File: config.mk
export PLATFORM = sky130hd
export DESIGN_NAME = mips_cache_controller
export DESIGN_NICKNAME = d
export VERILOG_FILES = /design/src/rtl/mips_cache_controller.sv
export SDC_FILE = /design/constraint.sdc
export NUM_CORES = 1
export LEC_CHECK = 0
export BUFFER_PORTS_ARGS = -buffer_cell sky130_fd_sc_hd__buf_2
export CAP_MARGIN = 20
export CORE_MARGIN = 10
export CORE_UTILIZATION = 49
export CTS_CLUSTER_SIZE = 20
export DETAILED_ROUTE_END_ITERATION = 12
export GPL_TIMING_DRIVEN = 0
export PLACE_DENSITY = 0.95
export RECOVER_POWER = 100
export SYNTH_ARGS = -nofsm -noshare
export SYNTH_HDL_FRONTEND = slang
export SYNTH_SLANG_ARGS = --single-unit
export TNS_END_PERCENT = 50
File: constraint.sdc
create_clock -name clk -period 4.7 [get_ports clk]
set_clock_uncertainty 0.2 [all_clocks]
set_input_delay 0.94 -clock clk [delete_from_list [all_inputs] [get_ports clk]]
set_output_delay 0.94 -clock clk [all_outputs]
set_load 0.02 [all_outputs]
File: src/rtl/mips_cache_controller.sv
// Memory-side cache controller: single-word refills and byte-enabled write-throughs over an Avalon-style bus.
// Optional waitrequest timeout with sticky mem_error is enabled by defining CACHE_CTRL_TIMEOUT_EN.
module mips_cache_controller #(
    parameter int TIMEOUT_CYCLES = 256,
    parameter int TIMEOUT_BITS   = 8
) (
    input  logic        clk,
    input  logic        rst,
    input  logic [31:0] data_addr,
    input  logic        stall,
    input  logic        write_en,
    input  logic [31:0] writedata,
    input  logic [3:0]  byte_en,
    output logic [31:0] data_in,
    output logic        data_valid,
    output logic        wr_stall,
    output logic [31:0] mem_address,
    output logic        mem_read,
    output logic        mem_write,
    output logic [31:0] mem_writedata,
    output logic [3:0]  mem_byteenable,
    input  logic [31:0] mem_readdata,
    input  logic        mem_waitrequest,
    output logic        mem_error
);
    typedef enum logic [1:0] {IDLE, RD_REQ, RD_DONE, WR_REQ} state_t;

    state_t      state, state_d;
    logic [31:0] data_in_d, mem_address_d, mem_writedata_d;
    logic [3:0]  mem_byteenable_d;
    logic        data_valid_d, wr_stall_d, mem_read_d, mem_write_d, mem_error_d;
    logic        timeout;
    logic        addr_lo_unused;

    // The bus is word-addressed; the byte offset of a miss is irrelevant here.
    assign addr_lo_unused = ^data_addr[1:0];

`ifdef CACHE_CTRL_TIMEOUT_EN
    logic [TIMEOUT_BITS-1:0] wait_cnt;

    // Cleared while idle so every transaction starts counting from zero.
    always_ff @(posedge clk) begin
        if (!rst)
            wait_cnt <= '0;
        else if (state == IDLE)
            wait_cnt <= '0;
        else if (mem_waitrequest)
            wait_cnt <= wait_cnt + 1'b1;
    end

    assign timeout = mem_waitrequest && (wait_cnt == TIMEOUT_BITS'(TIMEOUT_CYCLES - 1));
`else
    localparam int cfg_unused = TIMEOUT_CYCLES + TIMEOUT_BITS;
    assign timeout = 1'b0;
`endif

    always_comb begin
        state_d          = state;
        data_in_d        = data_in;
        data_valid_d     = 1'b0;
        wr_stall_d       = wr_stall;
        mem_read_d       = mem_read;
        mem_write_d      = mem_write;
        mem_address_d    = mem_address;
        mem_writedata_d  = mem_writedata;
        mem_byteenable_d = mem_byteenable;
        mem_error_d      = mem_error || timeout;
        case (state)
            IDLE: begin
                // Refills win over writes so the stalled pipeline resumes first.
                if (stall) begin
                    mem_address_d    = {data_addr[31:2], 2'b00};
                    mem_byteenable_d = 4'hF;
                    mem_read_d       = 1'b1;
                    state_d          = RD_REQ;
                end else if (write_en && (byte_en != 4'h0)) begin
                    mem_address_d    = {data_addr[31:2], 2'b00};
                    mem_writedata_d  = writedata;
                    mem_byteenable_d = byte_en;
                    mem_write_d      = 1'b1;
                    wr_stall_d       = 1'b1;
                    state_d          = WR_REQ;
                end
            end
            RD_REQ: begin
                if (timeout) begin
                    data_in_d    = 32'hDEADBEEF;
                    mem_read_d   = 1'b0;
                    data_valid_d = 1'b1;
                    state_d      = RD_DONE;
                end else if (!mem_waitrequest) begin
                    data_in_d    = mem_readdata;
                    mem_read_d   = 1'b0;
                    data_valid_d = 1'b1;
                    state_d      = RD_DONE;
                end
            end
            RD_DONE: state_d = IDLE;
            WR_REQ: begin
                if (timeout || !mem_waitrequest) begin
                    mem_write_d = 1'b0;
                    wr_stall_d  = 1'b0;
                    state_d     = IDLE;
                end
            end
            default: state_d = IDLE;
        endcase
    end

    always_ff @(posedge clk) begin
        if (!rst) begin
            state          <= IDLE;
            data_in        <= '0;
            data_valid     <= 1'b0;
            wr_stall       <= 1'b0;
            mem_read       <= 1'b0;
            mem_write      <= 1'b0;
            mem_address    <= '0;
            mem_writedata  <= '0;
            mem_byteenable <= '0;
            mem_error      <= 1'b0;
        end else begin
            state          <= state_d;
            data_in        <= data_in_d;
            data_valid     <= data_valid_d;
            wr_stall       <= wr_stall_d;
            mem_read       <= mem_read_d;
            mem_write      <= mem_write_d;
            mem_address    <= mem_address_d;
            mem_writedata  <= mem_writedata_d;
            mem_byteenable <= mem_byteenable_d;
            mem_error      <= mem_error_d;
        end
    end
endmodule

==> flow_metrics.env <==
export IMPL_fin_nets=779
export IMPL_holdWs_ns=0.261
export IMPL_finalWirelength_um=12200
export IMPL_gr_total_overflow=0
export IMPL_ant_nets=0
export IMPL_synthSimpleGateAreaFrac=0.196
export IMPL_syn_inst=459
export IMPL_ys_seq_area_frac=0.500
export IMPL_io_buffers=202
export IMPL_cp_cell_sequence="clkbuf_1 -> or3b_1 -> clkbuf_1 -> nor3_1 -> clkbuf_1 -> clkbuf_1 -> mux2i_1"
export IMPL_cp_slowest_stage_delay_ns=0.66
export IMPL_synth_compound_area_frac=0.0902
export IMPL_cp_top_family="buffers and inverters"
export IMPL_start_util=0.501
export IMPL_path_class="in -> reg"
export IMPL_nFillCells=766
export IMPL_setup_viol=0
export IMPL_cp_common_cell="clkbuf_1"
export IMPL_netlist_area_mm2=0.00412
export IMPL_syn_area_per_cell_um2=8.98
export IMPL_drcViolationCount=0
export IMPL_ir_drop_uv=193
export IMPL_clock_sinks=103
export IMPL_cts_resized=0
export IMPL_numCtsBuffers=9
export IMPL_final_util=0.633
export IMPL_synth_xor_area_frac=0.00213
export IMPL_cts_clk_slew_worst_paths_ns=0.10
export IMPL_instances_no_fill=784
export IMPL_tns_ns=0
export IMPL_crit_buf_inv=4
export IMPL_synth_top_family_by_area="simple AND/OR/NAND/NOR gates"
export IMPL_rsz0062_at_grt="false"
export IMPL_start_kind="primary input"
export IMPL_post_cts_buffers=0
export IMPL_grt_pass1_vias=4010
export IMPL_slowest_stage="clkbuf_1"
export IMPL_row_count=33
export IMPL_clock_latency_ns=0.35
export IMPL_hold_viol=0
export IMPL_ios=210
export IMPL_drv_cap=0
export IMPL_synth_mux_area_frac=0.151
export IMPL_cts_root_buffer="clkbuf_8"
export IMPL_clock_path_buffers=2
export IMPL_p_leak_nw=2.18
export IMPL_postCtsHoldBufs=0
export IMPL_via_count=3817
export IMPL_area_delta_synth_final_pct=26.3
export IMPL_crit_arrival_ns=3.14
export IMPL_diodes=0
export IMPL_routed_via_density=4.87
export IMPL_die_y_um=112
export IMPL_post_route_cells_drive_above_1_share=0.172
export IMPL_drt_iter0_markers=139
export IMPL_worstMarginPinSlew_ns=0.822
export IMPL_grt_max_degree=18
export IMPL_synth_distinct_cells=26
export IMPL_wl_per_cell_um=15.6
export IMPL_synth_top_cell_area_share=0.500
export IMPL_core_area_mm2=0.00822
export IMPL_min_period_ns=3.07
export IMPL_die_area_mm2=0.0125
export IMPL_hp_class="reg -> reg"
export IMPL_design_area_mm2=0.00520
export IMPL_outcome="finished, final reports clean"
export IMPL_dp_hpwl_um=9910
export IMPL_yosysWarnings=0
export IMPL_ys_ff_latch=103
export IMPL_powerDensity_mw_per_mm2=351
export IMPL_synthAdderAreaFrac=0
export IMPL_slew_violations=0
export IMPL_antenna_found_initial=0
export IMPL_endpoint_kind="flip-flop"
export IMPL_min_period_over_period=0.654
export IMPL_relSlewSlack=0.447
export IMPL_placedCellCount=768
export IMPL_required_ns=4.77
export IMPL_max_freq_ghz=0.325
export IMPL_fp_dieW_um=112
export IMPL_synthTopCellsByArea="dfxtp_1, nand2_1, mux2i_1, a21boi_0, clkbuf_1"
export IMPL_dr_pass1_iters=4
export IMPL_grt_pass1_wl_um=19300
export IMPL_htreeDepth=3
export IMPL_track_usage=0.185
export IMPL_crit_fanout=10
export IMPL_cts_tree="yes"
export IMPL_yosys_area_top_type="dfxtp_1"
export IMPL_routabilityCongestion=0.788
export IMPL_postPlaceCellArea_mm2=0.00527
## state kept, by name (all words and copies together) (netlist names)
name,cells
data_in,32
mem_writedata,32
mem_address,30
mem_byteenable,4
state,2
data_valid,1
mem_read,1
mem_write,1
## worst register-to-register path, cell delays in order, from the launching register on
cell and delay, ns:
dfxtp_1 0.37, or3b_1 0.38, clkbuf_1 0.16, nor3_1 0.16, clkbuf_1 0.38, clkbuf_1 0.66
mux2i_1 0.30
## metal layers
metal / up-vias / share of wire / wire length [µm] / GRT usage
li1: 1900 / - / - / -
met1: 1758 / 0.38 / 4680 / 0.193
met2: 129 / 0.51 / 6240 / 0.332
met3: 30 / 0.072 / 885 / 0.0564
met4: 0 / 0.034 / 416 / 0.0857
met5: - / 0 / 0 / 0
## path summary, 6_finish.rpt
kind                                         from                end  slack, ns  depth (start not counted)
worst max-delay path                     write_en   mem_writedata[0]       1.63                          7
worst min-delay path            mem_writedata[11]  mem_writedata[11]       0.26                          2
worst max register to register           state[1]   mem_writedata[0]       2.01                          6
worst min register to register  mem_writedata[11]  mem_writedata[11]       0.26                          2
## through the flow
stage,power [mW],worst slack [ns]
final,1.83,1.63
after floorplan,1.23,2.44
after CTS,1.88,2.49
after global placement,1.36,2.19
after detailed placement,1.38,2.13
after global routing,1.92,1.47
## where the power goes
group	internal [mW]	leakage [nW]	switching (mW)	total (mW)
Sequential	0.935	0.843	0.0339	0.969
Clock	0.199	0.0845	0.301	0.500
Combinational	0.129	1.25	0.227	0.356
Total	1.26	2.18	0.562	1.83
## cell usage after synthesis
cell type / instances
o21a_1: 2
dfxtp_1: 103
nor2_1: 1
a2bb2oi_2: 1
o21ai_0: 4
nor4_4: 1
nor3b_2: 1
a21o_1: 4
or3b_2: 1
buf_4: 4
conb_1: 1
a22oi_1: 1
and2_1: 2
nor3_2: 1
buf_2: 1
mux2i_1: 62
nor2b_1: 1
buf_12: 3
a31oi_1: 1
a21boi_0: 37
or3b_1: 1
clkbuf_1: 26
xnor2_1: 1
nand2_1: 193
inv_1: 2
buf_6: 4
## logic make-up (layout without fill, tap and decap cells)
kind of cell,after synthesis,count (layout)
xor gates and xnor gates,1,1
DFF,103,103
and+or+nand+nor,202,202
buffers and inverters,40,258
muxes,62,62
AOI/OAI and AO/OA,50,50
other,1,3
## placed cells by master (no fill, tap or decap), drive strengths merged
cell,n
nand2,193
clkbuf,149
dfxtp,103
buf,102
mux2i,62
a21boi,37
o21ai,4
a21o,4
inv,4
conb,3
o21a,2
and2,2
clkinv,2
or3b,2
nor4,1
nor3,1
nor3b,1
nor2,1
a2bb2oi,1
a22oi,1
nor2b,1
a31oi,1
xnor2,1
clkinvlp,1
## layout make-up
cell class	instances	area [µm²]	share of cell area
Sequential cell	103	2060	0.396
Buffer	38	158	0.0303
Clock buffer	11	131	0.0253
Clock inverter	5	42.5	0.00818
Inverter	2	7.51	0.00144
Timing Repair Buffer	202	881	0.169
Multi-Input combinational cell	318	1790	0.344
Tap cell	105	131	0.0253
Note: power is estimated with default switching activity, not from simulation.
